<file path="src/rtl/nonogram_pkg.sv">
// Shared constants and types for the nonogram solver line-FIFO path.
package nonogram_pkg;

  localparam int MAX_ROWS        = 11;
  localparam int MAX_COLS        = 11;
  localparam int MAX_NUM_OPTIONS = 84;
  localparam int LINE_W          = 16;
  localparam int FIFO_DEPTH      = 1024;

  localparam int ROW_W     = $clog2(MAX_ROWS);
  localparam int COL_W     = $clog2(MAX_COLS);
  localparam int OPT_W     = $clog2(MAX_NUM_OPTIONS);
  localparam int NUM_LINES = MAX_ROWS + MAX_COLS;
  localparam int IDX_W     = 5;
  localparam int OCC_W     = $clog2(FIFO_DEPTH + 1);

  localparam logic [1:0] MODE_RECEIVE  = 2'd0;
  localparam logic [1:0] MODE_SOLVE    = 2'd1;
  localparam logic [1:0] MODE_TRANSMIT = 2'd2;

  typedef enum logic [1:0] {HDR, OPTS, LOADED} route_state_t;

  // Option count for line idx; indices past the table read as zero options.
  function automatic logic [OPT_W-1:0] line_opts(
    input logic [NUM_LINES*OPT_W-1:0] packed_cnt,
    input logic [IDX_W-1:0]           idx
  );
    line_opts = '0;
    for (int i = 0; i < NUM_LINES; i++)
      if (idx == IDX_W'(i)) line_opts = packed_cnt[i*OPT_W +: OPT_W];
  endfunction

endpackage

</file>
<file path="src/rtl/fifo_occ_tracker.sv">
// Occupancy counter for one line FIFO: gates writes on full, flags overflow and empty pops.
// Write issue is combinational; occupancy updates on the same edge the write is registered.
module fifo_occ_tracker
  import nonogram_pkg::*;
#(
  parameter int DEPTH = FIFO_DEPTH,
  parameter int W     = $clog2(DEPTH + 1)
) (
  input  logic         clk,
  input  logic         rst_n,
  input  logic         clear,
  input  logic         wr_req,
  input  logic         full,
  input  logic         pop,
  output logic         wr_issue,
  output logic         ovf,
  output logic         pop_err,
  output logic [W-1:0] occ
);

  logic [W-1:0] occ_q, occ_d;
  logic         at_cap, pop_ok;

  always_comb begin
    at_cap   = full || (occ_q == W'(DEPTH));
    wr_issue = wr_req && !at_cap && !clear;
    ovf      = wr_req && at_cap && !clear;
    pop_ok   = pop && (occ_q != '0);
    pop_err  = pop && (occ_q == '0) && !clear;
    occ_d    = occ_q;
    if (clear)                    occ_d = '0;
    else if (wr_issue && !pop_ok) occ_d = occ_q + W'(1);
    else if (pop_ok && !wr_issue) occ_d = occ_q - W'(1);
  end

  always_ff @(posedge clk or negedge rst_n) begin
    if (!rst_n) occ_q <= '0;
    else        occ_q <= occ_d;
  end

  assign occ = occ_q;

endmodule

</file>
<file path="src/rtl/line_fifo_router.sv">
// Routes parser words (RECEIVE) or solver write-backs (SOLVE) into the row/column line FIFOs.
// All outputs registered, 1-cycle latency; writes hitting a full FIFO are dropped and flagged.
module line_fifo_router
  import nonogram_pkg::*;
(
  input  logic                       clk,
  input  logic                       rst_n,
  input  logic [1:0]                 mode,
  input  logic                       fifo_clear,
  input  logic [ROW_W-1:0]           num_rows,
  input  logic [COL_W-1:0]           num_cols,
  input  logic [NUM_LINES*OPT_W-1:0] options_per_line,
  input  logic                       parse_write,
  input  logic [LINE_W-1:0]          parse_line,
  input  logic                       board_parsed,
  input  logic                       solve_write_r,
  input  logic                       solve_write_c,
  input  logic [LINE_W-1:0]          solve_line_r,
  input  logic [LINE_W-1:0]          solve_line_c,
  input  logic                       solve_next_r,
  input  logic                       solve_next_c,
  input  logic                       fifo_full_r,
  input  logic                       fifo_full_c,
  output logic                       fifo_write_r,
  output logic                       fifo_write_c,
  output logic [LINE_W-1:0]          fifo_in_r,
  output logic [LINE_W-1:0]          fifo_in_c,
  output logic                       finished_rows,
  output logic                       load_done,
  output logic [OCC_W-1:0]           occ_r,
  output logic [OCC_W-1:0]           occ_c,
  output logic                       err_overflow,
  output logic                       err_sequence
);

  route_state_t      state_q;
  logic [IDX_W-1:0]  exp_idx_q;
  logic [OPT_W-1:0]  opt_cnt_q;
  logic [ROW_W-1:0]  m_q;
  logic [COL_W-1:0]  n_q;
  logic              finished_q, load_done_q, wr_r_q, wr_c_q, err_ovf_q, err_seq_q;
  logic [LINE_W-1:0] din_r_q, din_c_q;

  logic              receiving, first_hdr, hdr_fire, opt_fire, accept, to_row, line_end;
  logic              bad_parse, bad_board, req_r, req_c;
  logic [IDX_W-1:0]  hdr_idx, idx_next, m_eff, mn_eff;
  logic [OPT_W-1:0]  hdr_k;
  logic [LINE_W-1:0] din_r, din_c;
  logic              iss_r, iss_c, ovf_r, ovf_c, perr_r, perr_c;

  always_comb begin
    receiving = (mode == MODE_RECEIVE) && !fifo_clear;
    hdr_idx   = parse_line[IDX_W-1:0];
    hdr_k     = line_opts(options_per_line, hdr_idx);
    // Board size is taken live on the very first header, from the latch afterwards.
    first_hdr = (state_q == HDR) && (exp_idx_q == '0);
    m_eff     = first_hdr ? IDX_W'(num_rows) : IDX_W'(m_q);
    mn_eff    = first_hdr ? IDX_W'(num_rows) + IDX_W'(num_cols)
                          : IDX_W'(m_q) + IDX_W'(n_q);
    hdr_fire  = receiving && parse_write && (state_q == HDR);
    opt_fire  = receiving && parse_write && (state_q == OPTS);
    accept    = hdr_fire || opt_fire;
    to_row    = (exp_idx_q < m_eff);
    line_end  = (hdr_fire && (hdr_k == '0)) || (opt_fire && (opt_cnt_q == OPT_W'(1)));
    idx_next  = exp_idx_q + IDX_W'(1);
    bad_parse = (parse_write && !fifo_clear && ((mode != MODE_RECEIVE) || (state_q == LOADED)))
             || (hdr_fire && (hdr_idx != exp_idx_q));
    bad_board = board_parsed && !fifo_clear && (state_q != LOADED);

    req_r = 1'b0;
    req_c = 1'b0;
    din_r = solve_line_r;
    din_c = solve_line_c;
    if (mode == MODE_RECEIVE) begin
      req_r = accept && to_row;
      req_c = accept && !to_row;
      din_r = parse_line;
      din_c = parse_line;
    end else if (mode == MODE_SOLVE) begin
      req_r = solve_write_r;
      req_c = solve_write_c;
    end
  end

  fifo_occ_tracker #(.DEPTH(FIFO_DEPTH), .W(OCC_W)) u_occ_r (
    .clk(clk), .rst_n(rst_n), .clear(fifo_clear), .wr_req(req_r), .full(fifo_full_r),
    .pop(solve_next_r), .wr_issue(iss_r), .ovf(ovf_r), .pop_err(perr_r), .occ(occ_r)
  );

  fifo_occ_tracker #(.DEPTH(FIFO_DEPTH), .W(OCC_W)) u_occ_c (
    .clk(clk), .rst_n(rst_n), .clear(fifo_clear), .wr_req(req_c), .full(fifo_full_c),
    .pop(solve_next_c), .wr_issue(iss_c), .ovf(ovf_c), .pop_err(perr_c), .occ(occ_c)
  );

  always_ff @(posedge clk or negedge rst_n) begin
    if (!rst_n) begin
      state_q     <= HDR;
      exp_idx_q   <= '0;
      opt_cnt_q   <= '0;
      m_q         <= '0;
      n_q         <= '0;
      finished_q  <= 1'b0;
      load_done_q <= 1'b0;
      wr_r_q      <= 1'b0;
      wr_c_q      <= 1'b0;
      din_r_q     <= '0;
      din_c_q     <= '0;
      err_ovf_q   <= 1'b0;
      err_seq_q   <= 1'b0;
    end else begin
      wr_r_q <= iss_r;
      wr_c_q <= iss_c;
      if (iss_r) din_r_q <= din_r;
      if (iss_c) din_c_q <= din_c;
      if (ovf_r || ovf_c) err_ovf_q <= 1'b1;
      if (bad_parse || bad_board || perr_r || perr_c) err_seq_q <= 1'b1;

      if (fifo_clear) begin
        state_q     <= HDR;
        exp_idx_q   <= '0;
        opt_cnt_q   <= '0;
        m_q         <= '0;
        n_q         <= '0;
        finished_q  <= 1'b0;
        load_done_q <= 1'b0;
      end else begin
        if (hdr_fire && first_hdr) begin
          m_q <= num_rows;
          n_q <= num_cols;
        end
        if (hdr_fire)      opt_cnt_q <= hdr_k;
        else if (opt_fire) opt_cnt_q <= opt_cnt_q - OPT_W'(1);
        if (line_end) begin
          exp_idx_q <= idx_next;
          if (idx_next == m_eff) finished_q <= 1'b1;
          if (idx_next == mn_eff) begin
            load_done_q <= 1'b1;
            state_q     <= LOADED;
          end else begin
            state_q <= HDR;
          end
        end else if (hdr_fire) begin
          state_q <= OPTS;
        end
      end
    end
  end

  assign fifo_write_r  = wr_r_q;
  assign fifo_write_c  = wr_c_q;
  assign fifo_in_r     = din_r_q;
  assign fifo_in_c     = din_c_q;
  assign finished_rows = finished_q;
  assign load_done     = load_done_q;
  assign err_overflow  = err_ovf_q;
  assign err_sequence  = err_seq_q;

endmodule

</file>
<file path="config.mk">
export PLATFORM = sky130hd
export DESIGN_NAME = line_fifo_router
export DESIGN_NICKNAME = d
export VERILOG_FILES = /design/src/rtl/nonogram_pkg.sv /design/src/rtl/fifo_occ_tracker.sv /design/src/rtl/line_fifo_router.sv
export SDC_FILE = /design/constraint.sdc
export NUM_CORES = 1
export LEC_CHECK = 0
export CORE_MARGIN = 1.5
export CORE_UTILIZATION = 50
export CTS_CLUSTER_DIAMETER = 100
export CTS_CLUSTER_SIZE = 12
export DETAILED_ROUTE_END_ITERATION = 10
export GPL_TIMING_DRIVEN = 0
export PLACE_DENSITY = 0.9
export SYNTH_ARGS = -nofsm -noshare
export SYNTH_HDL_FRONTEND = slang
export SYNTH_HIERARCHICAL = 1
export SYNTH_SLANG_ARGS = --single-unit
</file>
<file path="constraint.sdc">
create_clock -name clk -period 8.7 [get_ports clk]
set_input_delay 1.305 -clock clk [delete_from_list [all_inputs] [get_ports clk]]
set_output_delay 1.305 -clock clk [all_outputs]
set_load 0.01 [all_outputs]
</file>
# Word-level counts from Yosys, hierarchy flattened
# Index checks and enable logic that the tools add are counted.
dict set report word_totals {
  reg_bits 82
  in_bits 223
  output_inout_bits 60
  elab_cells 181
}
dict set report op_classes {
  n_addsub 8
  order_cmp 1
  n_eq_ne 31
  n_mux 55
  reduce_logical 71
}
# op count
set op_table {}
lappend op_table {{$mux 7} 25}
lappend op_table {{$mux 11} 6}
lappend op_table {{$eq 5x4->1 const B} 8}
lappend op_table {{$logic_and 1x1->1} 33}
lappend op_table {{$mux 16} 2}
lappend op_table {{$eq 5x5->1 const B} 6}
lappend op_table {{$add 11x1->11 const B} 2}
lappend op_table {{$eq 11x11->1 const B} 2}
lappend op_table {{$logic_not 11->1} 2}
lappend op_table {{$reduce_bool 11->1} 2}
lappend op_table {{$sub 11x1->11 const B} 2}
lappend op_table {{$eq 5x3->1 const B} 4}
lappend op_table {{$mux 4} 5}
lappend op_table {{$mux 5} 3}
lappend op_table {{$reduce_bool 3->1} 4}
lappend op_table {{$add 4x4->5} 2}
lappend op_table {{$eq 5x2->1 const B} 2}
lappend op_table {{$logic_not 5->1} 2}
lappend op_table {{$logic_or 1x1->1} 10}
lappend op_table {{$mux 1} 10}
lappend op_table {{$reduce_bool 2->1} 5}
lappend op_table {{$logic_not 1->1} 8}
lappend op_table {{$mux 2} 4}
lappend op_table {{$eq 7x1->1 const B} 1}
lappend op_table {{other kinds (13)} 16}

# Depth between registers and ports, before layout
# Gate-level depths: netlist of the first run.
dict set report depth {
  word_depth 28
  depth_mapped 20
  depth_no_buf 19
}

# Cells and area by module
# Netlist of the first run, hierarchy kept.
# module n_inst cells_per_inst area_per_inst_um2 seq_area_each_um2
set by_module_without_submodules {}
lappend by_module_without_submodules {line_fifo_router 1 692 5437.7 1501.4}
lappend by_module_without_submodules {fifo_occ_tracker 2 122 1118.6 275.3}

# Least setup slack after synthesis of the first run
# OpenSTA, ideal clock, no wires.
dict set report synth_path {
  kind {reg2reg}
  from {reg exp_idx_q[0]}
  to {reg u_occ_r.occ_q[10] (netlist: u_occ_r/occ[10])}
  setup_ns 0.135
  t_arrival_ns 4.803
  required_ns 8.565
  path_slack_ns 3.762
  path_stages_with_launch 21
  path_buffers 1
  period_less_slack_ns 4.938
  cell_sequence {dfrtp_1 -> inv_1 -> ha_1 -> nand3b_1 -> buf_1 -> mux2i_1 -> ha_1 -> nor2b_1 -> o21a_1 -> o21ai_0 -> nand2_1 -> o21ai_0 -> or2b_1 -> nor2_1 -> nand3_1 -> fa_1 -> a211oi_1 -> o211ai_1 -> a41oi_1 -> mux2i_1 -> o211ai_1}
}
dict set report synth_between {
  elab_chain_len 11
  word_cells_on_any_way 14
  cone_classes {1 x order compare; 4 x mux; 9 x reduce/logical}
}
# item line_no
set synth_rtl {}
lappend synth_rtl {{from (decl)} line_fifo_router.sv:37} ;# logic [IDX_W-1:0] exp_idx_q;
lappend synth_rtl {{from (signal assigned)} line_fifo_router.sv:134} ;# exp_idx_q <= idx_next;
lappend synth_rtl {{$logic_not 5->1} line_fifo_router.sv:56} ;# first_hdr = (state_q == HDR) && (exp_idx_q == '0);
lappend synth_rtl {{$logic_and 1x1->1} line_fifo_router.sv:56}
lappend synth_rtl {{$mux 4} line_fifo_router.sv:57} ;# m_eff = first_hdr ? IDX_W'(num_rows) : IDX_W'(m_q);
lappend synth_rtl {{$lt 5x4->1 *} line_fifo_router.sv:63} ;# to_row = (exp_idx_q < m_eff);
lappend synth_rtl {{$logic_and 1x1->1 *} line_fifo_router.sv:75} ;# req_r = accept && to_row;
lappend synth_rtl {{$mux 1 *} line_fifo_router.sv:74} ;# if (mode == MODE_RECEIVE) begin
lappend synth_rtl {{net req_r} line_fifo_router.sv:45} ;# logic bad_parse, bad_board, req_r, req_c;
lappend synth_rtl {{$logic_and 1x1->1 * (2 in a row)} fifo_occ_tracker.sv:26} ;# wr_issue = wr_req && !at_cap && !clear;
lappend synth_rtl {{$logic_and 1x1->1 or $logic_not 1->1 (tied branches)} {fifo_occ_tracker.sv:32, fifo_occ_tracker.sv:33}}
lappend synth_rtl {{$mux 11 or $logic_and 1x1->1 (tied branches)} {fifo_occ_tracker.sv:32, fifo_occ_tracker.sv:33}}
lappend synth_rtl {{$mux 11 or $reduce_bool 3->1 (tied branches)} -}
lappend synth_rtl {{to (signal assigned)} fifo_occ_tracker.sv:37} ;# if (!rst_n) occ_q <= '0;
lappend synth_rtl {{to (signal assigned)} fifo_occ_tracker.sv:38} ;# else occ_q <= occ_d;
lappend synth_rtl {{to (decl)} fifo_occ_tracker.sv:21} ;# logic [W-1:0] occ_q, occ_d;
# The timed path passes the listed nets; every way through them passes the cells marked *.
# A chain may end at the register's enable or synchronous reset.

# Worst setup path in the final report of the first run
# Same ends and word-level chain as after synthesis.

==> out/qor.csv, run 1 <==
metric,value,unit
dominant synthesized flop cell,dfrtp_1,
dpl ws,2.52,ns
initial antenna violation count,0,
# port buffers,281,
CP Class,reg -> reg,
post_cts resized,0,
sequential share of power,26.2,%
area of the multi-input gates,5250,um^2
area grow syn2layout,44.0,%
PwrDens,212,nW/um^2
Post-synth EDFFs,0,
Final min period,5.98,ns
met3 WL,2210,um
H-tree depth,3,
final setup margin,2.72,ns
part of the power in the clock network,16.7,%
detailed placement HPWL,22300,um
Netlist cell types,85,
Worst EP required,8.91,ns
core area,15100,um^2
final setup skew,0.00792,ns
pin count of the biggest net entering global routing,61,
DR pass1 iterations,5,
CTS Buffer Depth,2,
vias per inst,6.23,
"FFs w/ async S/R, synth",100,%
Initial Util,50.9,%
Setup crit start kind,register,
CTS tree,done,
Bufs and invs on worst path,2,
Net Sw Power,0.944,mW
cell with the most instances after synthesis,a21oi_1,
CTS root buffer,clkbuf_16,
die height,127,um
Die X,127,um
average wire per standard cell,19.9,um
top layer in use,met4,
setup bufs post-CTS,0,
FF/Latch Area,2050,um^2
filler cell count,1164,
"Hold Vio Cnt, Final",0,
"top cells by count, synth","122 x a21oi_1, 91 x nor2_1, 82 x dfrtp_1, 68 x nand2_1, 54 x o21ai_0",
cell count after synthesis,936,
synthesis-stage register bit count,82,
Max Cap Viol,0,
Remaining DRCs,0,
CP max stage delay,0.62,ns
Rows,45,
Comb power frac,57.1,%
Hold Crit Class,reg -> reg,
M1 WL,11700,um
GR Overflow Total,0,
Vias,8852,
slowest cell on the critical path,fa_1,
DRT Wirelength,28300,um
Pins Over Slew Limit,0,
synthesized net count,1199,
Total Neg Setup Slack,0,ns
first-pass GRT wire length,43800,um
DR iter-0 viols,904,
post-route ant nets,0,
slew margin rel.,39.9,%
design internal power,1.40,mW
gr usage total,34.4,%
element type at the critical path end,register,
top-level I/O count,283,
vias in the first global route,8328,
clk_lat worst skew,0.35,ns
VDD IR max,141,uV
pin slew with the least headroom to its limit,0.893,ns
sequential share of the synthesized area,26.7,%
clock-pin slew on the worst setup and hold paths,0.06,ns
GP Congestion,0.982,
antenna cells,0,
total chip power,2.35,mW
Final Cycle Share,68.7,%
setup violators final,0,
crit-path max FO,12,
ranking of synthesized cells by area,"dfrtp_1 27%, a21oi_1 8.0%, ha_1 5.9%, nor2_1 4.5%, mux2i_1 4.3%",
RSZ-0062 raised after global routing,no,
Clock Sinks,82,
post-synth top area cell,dfrtp_1,
crit-path cells,"inv_1, ha_1, nand3b_1, buf_1, mux2i_1, ha_1, nor2b_1, o21a_1, o21ai_0, nand2_1, o21ai_0, or2b_1, nor2_1, nand3_1, fa_1, a211oi_1, o211ai_1, a41oi_1, mux2i_1, o211ai_1",
hold buffers post-CTS,0,
mapped cell area,7670,um^2
switching share of power,40.2,%
cell family with most CP delay,compound AO/OA/AOI/OAI gates,
fmax,0.167,GHz
WP data arrival,6.19,ns
static leakage,4.53,nW
Layout Nets,1492,
area fraction of the dominant cell type after synthesis,26.7,%
layout cells sized above 1,7.46,%
met2 wire length,13100,um
syn avg cell area,8.20,um^2
status,"complete, no violations",
YS warnings,6,
die area,16100,um^2
total CTS buffers,9,
## layout by cell type, fill, tap and decap left out, drive strengths merged, types with 6 or more instances in the layout
cell type	count
a21o	21
xnor2	19
clkdlybuf4s50	280
mux2	15
nor2	93
nor3	24
clkbuf	40
nand2b	19
dfrtp	82
nor2b	8
and3	7
a22o	6
ha	36
buf	28
a31oi	7
o21ai	55
mux2i	33
and2	17
nor4	18
nand2	68
inv	23
a21oi	124
o211ai	19
nand3	25
a211oi	13
a32oi	8
xor2	20
o22ai	11
## cells by family after synthesis
family                     Yosys count  synth area share (%)
xor gates and xnor gates            39                  4.45
buffers and inverters               79                  4.86
muxes                               50                  7.24
DFF                                 82                  26.7
adders and majority gates           40                  6.91
AOI/OAI and AO/OA                  326                  27.6
and+or+nand+nor                    320                  22.2
## stage by stage
stage	cells	hold WS (ns)	cell area (um^2)	utilization [%]
global placement	1405	0.483	10700	71.1
floorplan	936	0.499	7670	-
global route	1422	0.531	11100	73.2
detailed placement	1406	0.486	10700	71.2
CTS	1422	0.504	11100	73.2
finish	1422	0.505	11100	73.2
## path summary, 6_finish.rpt
kind | from | to | slack, ns | cells after the start
max in group asynchronous | rst_n | opt_cnt_q[3] | 7.23 | 2
min reg2reg | err_overflow | err_overflow | 0.50 | 1
max | exp_idx_q[0] | u_occ_r/occ[10] | 2.72 | 20
max reg2reg | exp_idx_q[0] | u_occ_r/occ[10] | 2.72 | 20
min in group asynchronous | rst_n | u_occ_c/occ[5] | 0.86 | 1
min | err_overflow | err_overflow | 0.50 | 1
## cell type report
class / count / area share (%)
buffer: 57 / 2.63
clock buffer: 9 / 2.04
clock inverter: 7 / 0.702
inverter: 22 / 0.747
multi-input combinational: 775 / 47.5
sequential: 82 / 18.6
tap: 188 / 2.13
timing repair buffer: 282 / 25.7
## sequential cells by signal (all words and copies together) (netlist names)
name and flops:
fifo_write_r 1, exp_idx_q 5, err_sequence 1, n_q 4, u_occ_c/occ 11, fifo_in_c 16
fifo_write_c 1, opt_cnt_q 7, finished_rows 1, state_q 2, err_overflow 1, fifo_in_r 16
u_occ_r/occ 11, load_done 1, m_q 4
## layer usage
| layer | vias to the layer above | global-route usage, % |
|---|---|---|
| li1 | 4078 | - |
| met1 | 4183 | 46.0 |
| met2 | 493 | 55.2 |
| met3 | 98 | 6.12 |
| met4 | 0 | 14.0 |
| met5 | - | 0 |
## power by group through the flow
stage | clock, mW | sequential, mW | combinational (mW)
after floorplan | 0 | 0.651 | 0.763
after global placement | 0 | 0.611 | 1.28
after detailed placement | 0 | 0.618 | 1.32
after CTS | 0.396 | 0.612 | 1.33
after global routing | 0.410 | 0.628 | 1.46
final | 0.393 | 0.614 | 1.34
(Power assumes the default switching activity.)
==> inputs of run 2 (changes only) <==
--- a/config.mk
+++ b/config.mk
@@ -6,12 +6,12 @@
 export NUM_CORES = 1
 export LEC_CHECK = 0
 export CORE_MARGIN = 1.5
-export CORE_UTILIZATION = 50
+export CORE_UTILIZATION = 42
 export CTS_CLUSTER_DIAMETER = 100
 export CTS_CLUSTER_SIZE = 12
 export DETAILED_ROUTE_END_ITERATION = 10
 export GPL_TIMING_DRIVEN = 0
-export PLACE_DENSITY = 0.9
+export PLACE_DENSITY = 0.8
 export SYNTH_ARGS = -nofsm -noshare
 export SYNTH_HDL_FRONTEND = slang
 export SYNTH_HIERARCHICAL = 1
==> constraint.sdc (replaced) <==
create_clock -name clk -period 5.5 [get_ports clk]
set_input_delay 0.825 -clock clk [delete_from_list [all_inputs] [get_ports clk]]
set_output_delay 0.825 -clock clk [all_outputs]
set_load 0.01 [all_outputs]
==> run 2 against run 1 <==
  * Total power is 59% higher
  * Clock skew is 0.0034 ns lower
  * Routed wire length is 3.6% higher
  * Clock-buffer cell count is 2 higher
  * Highest routed layer unchanged
  * Combinational power is 61% higher
  * Cell count is 2.7% higher
  * Register-to-register slack worse by 2.4 ns
  * Utilization is 11 points lower
  * First-iteration DRC count is 2.9% higher
==> out/qor.csv, run 2 (synthesis gave the netlist of run 1 again) <==
metric,value,unit
"commonest cells after routing, fill and taps aside","280 x clkdlybuf4s50_1, 122 x a21oi_1, 89 x nor2_1, 81 x dfrtp_1, 68 x nand2_1",
CTS Buffer Depth,2,
Pins Over Slew Limit,0,
VDD IR max,281,uV
setup violators final,0,
DR pass1 iterations,6,
CTS tree,done,
DRT Wirelength,29300,um
cell area after placement,10800,um^2
status,"complete, no violations",
pin count of the biggest net entering global routing,71,
core area,18000,um^2
clk_lat worst skew,0.34,ns
vias per inst,6.05,
clock-pin slew on the worst setup and hold paths,0.06,ns
first-pass GRT wire length,45900,um
antenna cells,0,
area grow syn2layout,45.5,%
GP Congestion,0.968,
static leakage,4.55,nW
DR iter-0 viols,930,
"Design Area, Final",11200,um^2
PwrDens,335,nW/um^2
Fin Hold WS,0.339,ns
Layout Nets,1492,
Initial Util,42.7,%
CP Class,reg -> reg,
fmax,0.194,GHz
R2R setup slack,0.35,ns
Final min period,5.15,ns
vias in the first global route,8419,
CTS root buffer,clkbuf_16,
Max Cap Viol,0,
detailed placement HPWL,22900,um
post-route ant nets,0,
final setup skew,0.00455,ns
Vias,8834,
element type at the critical path end,register,
GR Overflow Total,0,
Clock Sinks,82,
Die X,138,um
"Hold Vio Cnt, Final",0,
Final Cycle Share,93.6,%
total CTS buffers,9,
die height,138,um
slew margin rel.,38.7,%
reg2reg end,u_occ_r/occ[9],
r2r startpoint,exp_idx_q[2],
placed insts,1447,
H-tree depth,3,
initial antenna violation count,0,
crit-path max FO,12,
layout cells sized above 1,8.36,%
"commonest non-fill, non-tap cell in the layout",clkdlybuf4s50_1,
# port buffers,281,
Hold Crit Class,in -> async,
die area,19100,um^2
Remaining DRCs,0,
pin slew with the least headroom to its limit,0.911,ns
filler cell count,1627,
RSZ-0062 raised after global routing,no,
WP data arrival,5.33,ns
gr usage total,29.7,%
average wire per standard cell,20.1,um
fin cells,1461,
Rows,49,
Worst EP required,5.68,ns
Setup crit start kind,register,
top-level I/O count,283,
R2R cell count,20,
-- run 2: cell types whose count changed in the layout (fill, tap and decap cells not counted), moves of 2 or more --
cell,change
nand3_1,-2
inv_6,-2
clkinvlp_4,-4
a211oi_2,+3
clkbuf_8,+2
a211oi_1,-3
nor2_1,-2
nand3_4,+2
clkinv_2,+2
-- run 2: worst max-delay path: stages (launching register included) --
cell	delay [ns]
dfrtp_1	0.39
clkbuf_1	0.23
nor4_1	0.32
nand3b_1	0.21
clkbuf_4	0.27
mux2i_2	0.25
ha_1	0.27
nor2b_1	0.13
o21a_1	0.16
o21ai_0	0.16
nand2_1	0.13
o21ai_1	0.21
or2b_1	0.34
nor2_4	0.16
nand3_4	0.19
ha_1	0.35
a211oi_2	0.27
o211ai_1	0.19
and3_1	0.21
o41ai_1	0.39
o21ai_0	0.18
-- run 2: report_power, final --
group / total [mW] / switching, mW / internal (mW) / leakage [nW]
logic: 2.16 / 1.07 / 1.10 / 3.38
registers: 0.978 / 0.189 / 0.788 / 1.03
clock network: 0.603 / 0.233 / 0.370 / 0.147
total: 3.74 / 1.49 / 2.25 / 4.55
-- run 2: how the worst max path moves through the flow --
| stage | startpoint | end | slack [ns] | depth (start not counted) |
|---|---|---|---|---|
| 2_1_floorplan | exp_idx_q[0] | u_occ_r/occ[10] | 0.56 | 20 |
| 3_3_place_gp | exp_idx_q[0] | u_occ_r/occ[10] | -0.39 | 20 |
| 3_5_place_dp | exp_idx_q[0] | u_occ_r/occ[10] | -0.43 | 20 |
| 4_1_cts | exp_idx_q[0] | u_occ_r/occ[10] | 0.008 | 20 |
| 5_1_grt | exp_idx_q[2] | u_occ_r/occ[9] | 0.008 | 20 |
| 6_report | exp_idx_q[2] | u_occ_r/occ[9] | 0.35 | 20 |
-- run 2: routing by layer --
metal  global-route usage [%]  share of wire (%)  vias up  wire [um]
met2                     49.4                 48      418      14100
met5                        0                  0        -          0
met3                     4.43                6.8       61       1990
met1                     40.4                 42     4281      12400
met4                     8.20                3.0        0        880
li1                         -                  -     4074          -
-- run 2: layout make-up --
type,count,area [um^2],area share (%)
buffer,57,294,2.63
multi-input combinational,775,5320,47.6
tap,229,287,2.57
clock buffer,11,253,2.26
clock inverter,3,40.0,0.359
inverter,22,82.6,0.740
sequential,82,2050,18.4
timing repair buffer,282,2840,25.4
-- run 2: per-stage QoR --
step                      util [%]  worst slack, ns  setup TNS [ns]  total power, mW
after global routing          62.1          0.00799               0             3.99
after detailed placement      60.1           -0.426           -1.31             3.07
after CTS                     61.8          0.00791               0             3.69
final                         62.1            0.350               0             3.74
after floorplan                  -            0.562               0             2.24
after global placement        60.0           -0.385          -0.936             3.01
-- run 2: timing repair --
item | in CTS | in global routing
pin swaps | 0 | 2
hold buffers | 0 | 0
setup endpoints to repair | 7 | 13
resized for setup | 3 | 15
setup buffers | 0 | 0
